[config.mk]
export PLATFORM = sky130hd
export DESIGN_NAME = tdm_demux4
export DESIGN_NICKNAME = d
export VERILOG_FILES = /design/src/rtl/tdm_demux4.sv
export SDC_FILE = /design/constraint.sdc
export NUM_CORES = 1
export LEC_CHECK = 0
export ABC_AREA = 1
export BUFFER_PORTS_ARGS = -buffer_cell sky130_fd_sc_hd__buf_4
export CAP_MARGIN = 20
export CORE_ASPECT_RATIO = 0.75
export CORE_MARGIN = 2
export CORE_UTILIZATION = 50
export DETAILED_ROUTE_END_ITERATION = 8
export HOLD_SLACK_MARGIN = 0.03
export PLACE_DENSITY = 0.74
export SLEW_MARGIN = 25
export SYNTH_ARGS = -nofsm -noshare
export SYNTH_HDL_FRONTEND = slang
export SYNTH_SLANG_ARGS = --single-unit
[constraint.sdc]
create_clock -name clk -period 3 [get_ports clk]
set_input_delay 0.15 -clock clk [delete_from_list [all_inputs] [get_ports clk]]
set_output_delay 0.15 -clock clk [all_outputs]
set_load 0.01 [all_outputs]
[src/rtl/tdm_demux4.sv]
// Receive side of a 4:1 slot-multiplexed lane: tracks slot position from sync,
// stages slots 0..2 and publishes all four channels as one coherent frame.
//
// state (locked, slot) | meaning
// ---------------------+-----------------------------------------------
// 0, x                 | hunting: waiting for first sync, samples dropped
// 1, 0                 | aligned, next strobe is slot 0
// 1, 1..2              | mid-frame, staging into s1/s2
// 1, 3                 | next strobe completes the frame and publishes it
module tdm_demux4 #(
    parameter int W = 1
) (
    input  logic         clk,
    input  logic         rst,
    input  logic         en,
    input  logic         sync,
    input  logic [W-1:0] din,
    output logic [W-1:0] o0,
    output logic [W-1:0] o1,
    output logic [W-1:0] o2,
    output logic [W-1:0] o3,
    output logic         frame_valid,
    output logic         locked,
    output logic         sync_err,
    output logic [7:0]   err_cnt
);

    localparam logic [1:0] SLOT0 = 2'd0;
    localparam logic [1:0] SLOT1 = 2'd1;
    localparam logic [1:0] SLOT2 = 2'd2;
    localparam logic [1:0] SLOT3 = 2'd3;

    logic [1:0]   slot;
    logic [W-1:0] s0;
    logic [W-1:0] s1;
    logic [W-1:0] s2;

    always_ff @(posedge clk or posedge rst) begin
        if (rst) begin
            slot        <= SLOT0;
            locked      <= 1'b0;
            s0          <= '0;
            s1          <= '0;
            s2          <= '0;
            o0          <= '0;
            o1          <= '0;
            o2          <= '0;
            o3          <= '0;
            frame_valid <= 1'b0;
            sync_err    <= 1'b0;
            err_cnt     <= 8'd0;
        end else begin
            frame_valid <= 1'b0;
            sync_err    <= 1'b0;
            if (en) begin
                if (!locked) begin
                    if (sync) begin
                        locked <= 1'b1;
                        s0     <= din;
                        slot   <= SLOT1;
                    end
                end else if (sync) begin
                    // A sync anywhere but slot 0 abandons the partial frame and
                    // realigns on this strobe; s1/s2 get rewritten before next publish.
                    if (slot != SLOT0) begin
                        sync_err <= 1'b1;
                        if (err_cnt != 8'hFF)
                            err_cnt <= err_cnt + 8'd1;
                    end
                    s0   <= din;
                    slot <= SLOT1;
                end else begin
                    case (slot)
                        SLOT0: begin
                            s0   <= din;
                            slot <= SLOT1;
                        end
                        SLOT1: begin
                            s1   <= din;
                            slot <= SLOT2;
                        end
                        SLOT2: begin
                            s2   <= din;
                            slot <= SLOT3;
                        end
                        default: begin
                            o0          <= s0;
                            o1          <= s1;
                            o2          <= s2;
                            o3          <= din;
                            frame_valid <= 1'b1;
                            slot        <= SLOT0;
                        end
                    endcase
                end
            end
        end
    end

endmodule

==> results of run 1 <==
-- per-layer routing --
metal	vias up	GRT usage, %	routed length [um]
met4	0	7.32	29
met2	16	25.0	769
met3	5	5.86	96
met1	339	25.0	966
met5	-	0	0
li1	421	-	-
-- synthesized netlist by cell type --
cell type | n | share of area [%]
or2_2 | 1 | 0.64
xor2_1 | 1 | 0.89
nor2_1 | 7 | 2.7
nor3_1 | 1 | 0.51
nand2_2 | 3 | 1.9
inv_1 | 10 | 3.8
nand4_1 | 1 | 0.64
nor2_2 | 2 | 1.3
nand2_4 | 1 | 1.1
nand2_1 | 50 | 19
a21oi_1 | 2 | 1.0
dfrtp_1 | 20 | 51
inv_2 | 1 | 0.38
nor2_4 | 2 | 2.3
inv_4 | 1 | 0.64
o21ai_0 | 6 | 3.0
nand3_1 | 4 | 2.0
ha_1 | 5 | 6.4
xnor2_1 | 1 | 0.89
-- through the flow --
step / util, % / setup WS (ps) / hold slack [ps] / instance area (um^2)
6_report: 67.1 / 1540 / 82.2 / 1200
3_3_place_gp: 64.5 / 1670 / 329 / 1150
2_1_floorplan: - / 1730 / 114 / 985
3_5_place_dp: 64.5 / 1570 / 323 / 1150
5_1_grt: 67.1 / 1410 / 80.6 / 1200
4_1_cts: 67.1 / 1490 / 67.3 / 1200
-- how the worst max path moves through the flow --
| stage | startpoint | endpoint | slack, ps | cells past startpoint |
|---|---|---|---|---|
| 2_1_floorplan | err_cnt[0] | err_cnt[4] | 1730 | 8 |
| 3_3_place_gp | slot[0] | err_cnt[2] | 1670 | 7 |
| 3_5_place_dp | slot[0] | err_cnt[2] | 1570 | 8 |
| 4_1_cts | slot[0] | err_cnt[2] | 1490 | 7 |
| 5_1_grt | slot[0] | err_cnt[2] | 1410 | 7 |
| 6_report | slot[0] | err_cnt[2] | 1540 | 7 |
-- worst min-delay path, stage by stage --
cell and delay [ps]:
buf_4 90, nand2_1 60, nand2_1 60
-- cell type report --
class                   count  area share, %
repair buffers             20           12.7
multi-input cells          87           36.4
inverters                  12           3.96
flip-flops and latches     20           41.7
clock buffers               4           3.02
well taps                  22           2.29
-- report_power, final --
group	internal, W	leakage (nW)	total [W]	switching (W)
combinational	0.000125	0.363	0.000258	0.000133
clock	0.0000741	0.0210	0.000156	0.0000822
sequential	0.000340	0.255	0.000405	0.0000647
-- sequential cells by signal (all words and copies together) (netlist names) --
signal       count
o0               1
err_cnt          8
s0               1
o1               1
o2               1
s1               1
frame_valid      1
o3               1
sync_err         1
s2               1
slot             2
locked           1
-- logic make-up after synthesis --
family	after synthesis	share of synthesized area, %
simple gates	72	32.1
xor+xnor	2	1.78
buf+inv	12	4.83
compound gates	8	4.07
flops	20	50.8
fa+ha+maj	5	6.35
-- what timing repair did --
action / CTS / global route
setup buffers: 0 / 0
endpoints found under the hold margin: 20 / 0
hold buffers: 1 / 0
resized for setup: 0 / 0
==> impl_metrics.ini, run 1 <==
[worst_setup_path]
slowest_delay_ps = 430
path_class = reg -> reg
worstPathArrival_ps = 1670
path_cells = inv_1, ha_1, inv_1, nand2_1, nor2_4, nand2_4, o21ai_0
crit_path_start_kind = register
worst-path-max-fanout = 9
cp_common_cell = inv_1
reg2reg_to = err_cnt[2]
cp.required_ps = 3210
ff2ff_setup_slack_ps = 1540
reg2reg_from = slot[0]
r2r_cells = 7
crit_path_end_kind = register
crit_path_top_delay_cell = dfrtp_1
critPathTopFamily = flip-flops
path_buf_inv = 2

[yosys]
synth.avg_cell_area_um2 = 8.27
netlist_area_um2 = 985
syn_inst = 119
synthesis.nets = 129
ys_ff_latch = 20
yosysSeqAreaShare_pct = 50.8
synth_warnings = 0
synth_cell_types = 19

[timing]
final_hold_viol_count = 0
tightestPinTransition_ps = 754
timing.final.crit_share_pct = 48.7
fin_crit_ps = 1460
fin_skew_ps = 4.25
maxSlewHeadroom_pct = 49.7
setup_viol = 0
maxSlewViolCount = 0
rsz0062_at_grt = false
fmax_mhz = 684
setup_tns_ps = 0

[cts]
cts_num_sinks = 20
clk_latency_ps = 300
h-tree-depth = 1
cts_root_buf = clkbuf_4
cts.path.max_buffers = 2
path_clk_slew_ps = 110
cts_buffers = 3
cts_tree = done

[global_route]
grt_pass1_wl_um = 3200
antenna_found_initial = 0
grt_util_all_layers_pct = 17.8
grt_remaining_overflow = 0
grt_start_max_net_pins = 21
grt_pass1_vias = 696

[placement]
place_inst = 160
gp_congestion = 0.805
io_buffers = 19
hpwl_um = 1420

[cells_and_area]
layout-drive-gt1-share_pct = 23.8
final_cell_mix = nand2_1 (50), dfrtp_1 (20), buf_4 (19), inv_1 (10), nor2_1 (7)
final_common_cell = nand2_1
final_cells = 165
syn2layout_area_growth_pct = 22.0
nNetsFinal = 154
seq_area_um2 = 500
num_antenna_cells = 0
nFillCells = 160
multiInputGateArea_um2 = 437

[detailed_routing]
wl_um = 1860
first_iter_violations = 6
wl_per_cell_um = 11.3
viasPerCell = 4.73
vias = 781
antenna_left = 0
first_pass_iters = 4
drc = 0

[power_and_ir_drop]
leakage_nw = 0.640
vdd_drop_max_uv = 425
power.total_w = 0.000819
powerDensity_nw_per_um2 = 682

[floorplanning]
fp.dieH_um = 42.4
die_x_um = 55.2
ios = 20
num_rows = 13
core_area_um2 = 1790
initial_core_util_pct = 55.0
die-area_um2 = 2340

[hold_path]
hold_class = in -> reg
holdPathStages = 3
hold_end = locked
hold_start = en

[status]
status = finished clean

[run]
drv_cap = 0
Note: power is estimated with default switching activity, not from simulation.
==> run 2, diff against run 1 <==
--- a/config.mk
+++ b/config.mk
@@ -5,7 +5,7 @@
 export SDC_FILE = /design/constraint.sdc
 export NUM_CORES = 1
 export LEC_CHECK = 0
-export ABC_AREA = 1
+export ABC_AREA = 0
 export BUFFER_PORTS_ARGS = -buffer_cell sky130_fd_sc_hd__buf_4
 export CAP_MARGIN = 20
 export CORE_ASPECT_RATIO = 0.75
==> constraint.sdc (replaced) <==
create_clock -name clk -period 1.5 [get_ports clk]
set_input_delay 0.075 -clock clk [delete_from_list [all_inputs] [get_ports clk]]
set_output_delay 0.075 -clock clk [all_outputs]
set_load 0.01 [all_outputs]
==> run 2 against run 1 <==
- first-iteration DRC count is 130% higher
- wire length is 19% higher
- flip-flop and latch count stayed put
- largest cell class unchanged
- largest power group is now combinational logic
- highest routed layer unchanged
==> impl_metrics.ini, run 2 <==
[status]
status = finished clean

[cells_and_area]
seq_area_um2 = 500
syn2layout_area_growth_pct = 43.2
final_util_pct = 77.8
largest_reg_flops = 8
num_antenna_cells = 0
top_register = err_cnt
layout-drive-gt1-share_pct = 50.4
nNetsFinal = 128
multiInputGateArea_um2 = 485
final_area_um2 = 1380
final_cell_mix = buf_4 (32), dfrtp_1 (20), mux2_4 (5), nand2_1 (5), dlygate4sd3_1 (4)
final_common_cell = buf_4
nFillCells = 111
reg_top3 = err_cnt (8), slot (2)

[yosys]
syn_inst = 76
ys_top_cells_by_area = dfrtp_1 (52%), mux2_4 (7.8%), ha_1 (6.5%)
synthesis.nets = 86
ys.flop_type = dfrtp_1
synth_common_cells = dfrtp_1 (20), inv_1 (6), ha_1 (5), mux2_4 (5), nand2_1 (5)
synth.avg_cell_area_um2 = 12.7
yosysSeqAreaShare_pct = 51.9
netlist_area_um2 = 963
synth_cell_types = 27
synth_edf_count = 0
yosysMostFrequentCell = dfrtp_1
synthArstFlopShare_pct = 100
ys_ff_latch = 20
synth_top_area_share_pct = 51.9
yosysTopAreaCell = dfrtp_1
synth_warnings = 0

[floorplanning]
core_area_um2 = 1770
initial_core_util_pct = 54.3
num_rows = 13
die-area_um2 = 2300
ios = 20
fp.dieH_um = 42.0
die_x_um = 54.7

[detailed_routing]
first_pass_iters = 4
first_iter_violations = 14
drc = 0
wl_per_cell_um = 16.0
vias = 726
viasPerCell = 5.22
wl_um = 2220
antenna_left = 0

[worst_setup_path]
reg2reg_from = slot[1]
path_buf_inv = 1
slowest_delay_ps = 390
crit_path_start_kind = register
cp.required_ps = 1700
path_class = reg -> reg
crit_path_top_delay_cell = dfrtp_1
ff2ff_setup_slack_ps = 50
path_cells = inv_2, ha_4, nand4b_4, a21o_1, mux2_4
worstPathArrival_ps = 1650
crit_path_end_kind = register
worst-path-max-fanout = 5
critPathTopFamily = flip-flops
r2r_cells = 5
reg2reg_to = err_cnt[1]

[timing]
maxSlewHeadroom_pct = 81.6
fin_crit_ps = 1450
hold_slack_ps = 148
final_hold_viol_count = 0
maxSlewViolCount = 0
timing.final.crit_share_pct = 96.7
fmax_mhz = 689
setup_viol = 0
setup_ws_ps = 48.9
tightestPinTransition_ps = 275
fin_skew_ps = 5.69

[power_and_ir_drop]
combPwrFrac_pct = 40.2
leakage_nw = 0.684
p_int_w = 0.00147
p_switching_w = 0.000663
p_sw_share_pct = 31.2
vdd_drop_max_uv = 1320
clock_power_share_pct = 20.6
power.total_w = 0.00213
pwr-share-seq_pct = 39.2
powerDensity_nw_per_um2 = 1540

[global_route]
grt_start_max_net_pins = 21
grt_pass1_wl_um = 3370
grt_pass1_vias = 693
antenna_found_initial = 0
grt_util_all_layers_pct = 21.1
grt_remaining_overflow = 0

[hold_path]
hold_end = slot[1]
holdPathStages = 3
hold_class = in -> reg
hold_start = sync

[cts]
cts_root_buf = clkbuf_4
path_clk_slew_ps = 110
cts_num_sinks = 20
cts_buffers = 3
clk_latency_ps = 300
cts.path.max_buffers = 2
h-tree-depth = 1
cts_tree = done

[run]
drv_cap = 0

[placement]
placed_area_um2 = 1210
place_ws_ps = -48.9
gp_congestion = 0.822
io_buffers = 19
hpwl_um = 1460
-- run 2: changes by cell type in the layout (fill, tap and decap cells not counted), sizes merged, moves of 5 or more --
cell,delta
buf,+14
mux2,+8
o21ai,-5
nand2,-48
inv,-6
nor2,-9
-- run 2: final cells by class --
class / count / share of cell area, %
sequential: 20 / 36.3
multi-input combinational: 50 / 35.2
timing repair buffer: 37 / 21.1
clock inverter: 1 / 2.18
tap: 22 / 1.99
clock buffer: 3 / 1.63
inverter: 6 / 1.63
-- run 2: power groups by stage --
stage / Combinational (W) / Clock (W) / Sequential, W
3_3_place_gp: 0.000751 / 0 / 0.000830
2_1_floorplan: 0.000311 / 0 / 0.000901
5_1_grt: 0.000932 / 0.000474 / 0.000858
3_5_place_dp: 0.000781 / 0 / 0.000842
4_1_cts: 0.000807 / 0.000450 / 0.000829
6_report: 0.000855 / 0.000439 / 0.000835
-- run 2: worst max path at each step --
| stage | start | to | slack (ps) | depth (start not counted) |
|---|---|---|---|---|
| after floorplan | err_cnt[0] | err_cnt[1] | 30 | 4 |
| after global placement | slot[1] | err_cnt[3] | 30 | 6 |
| after detailed placement | slot[1] | err_cnt[3] | -50 | 6 |
| after CTS | err_cnt[0] | err_cnt[5] | 10 | 4 |
| after global routing | slot[1] | err_cnt[3] | -20 | 6 |
| final | slot[1] | err_cnt[1] | 50 | 5 |
-- run 2: what timing repair did --
action / 4_1_cts / 5_1_grt
endpoints found under the hold margin: 24 / 0
endpoints found under the setup margin: 3 / 8
hold buffers: 4 / 0
pin swaps: 0 / 2
setup buffers: 1 / 3
gates resized for setup: 2 / 12
-- run 2: through the flow --
step | setup TNS, ps | cells
6_report | 0 | 139
5_1_grt | -48.5 | 139
4_1_cts | 0 | 136
3_5_place_dp | -51.7 | 127
3_3_place_gp | 0 | 127
2_1_floorplan | 0 | 76
-- run 2: metal layers --
metal	global-route usage (%)	vias up	wire length (um)
li1	-	356	-
met1	29.5	347	1010
met2	30.5	21	1080
met3	7.86	2	105
met4	5.50	0	15
met5	0	-	0
-- run 2: kinds of logic after synthesis --
family | synth area share [%]
AOI/OAI and AO/OA | 10.0
muxes | 12.3
adders and majority gates | 6.49
DFF | 51.9
buffers and inverters | 2.34
xor gates and xnor gates | 3.64
and+or+nand+nor | 13.2
-- run 2: worst register-to-register path, cell delays in order, from the launching register on --
cell and delay [ps]:
dfrtp_1 390, inv_2 70, ha_4 160, nand4b_4 200
a21o_1 220, mux2_4 300
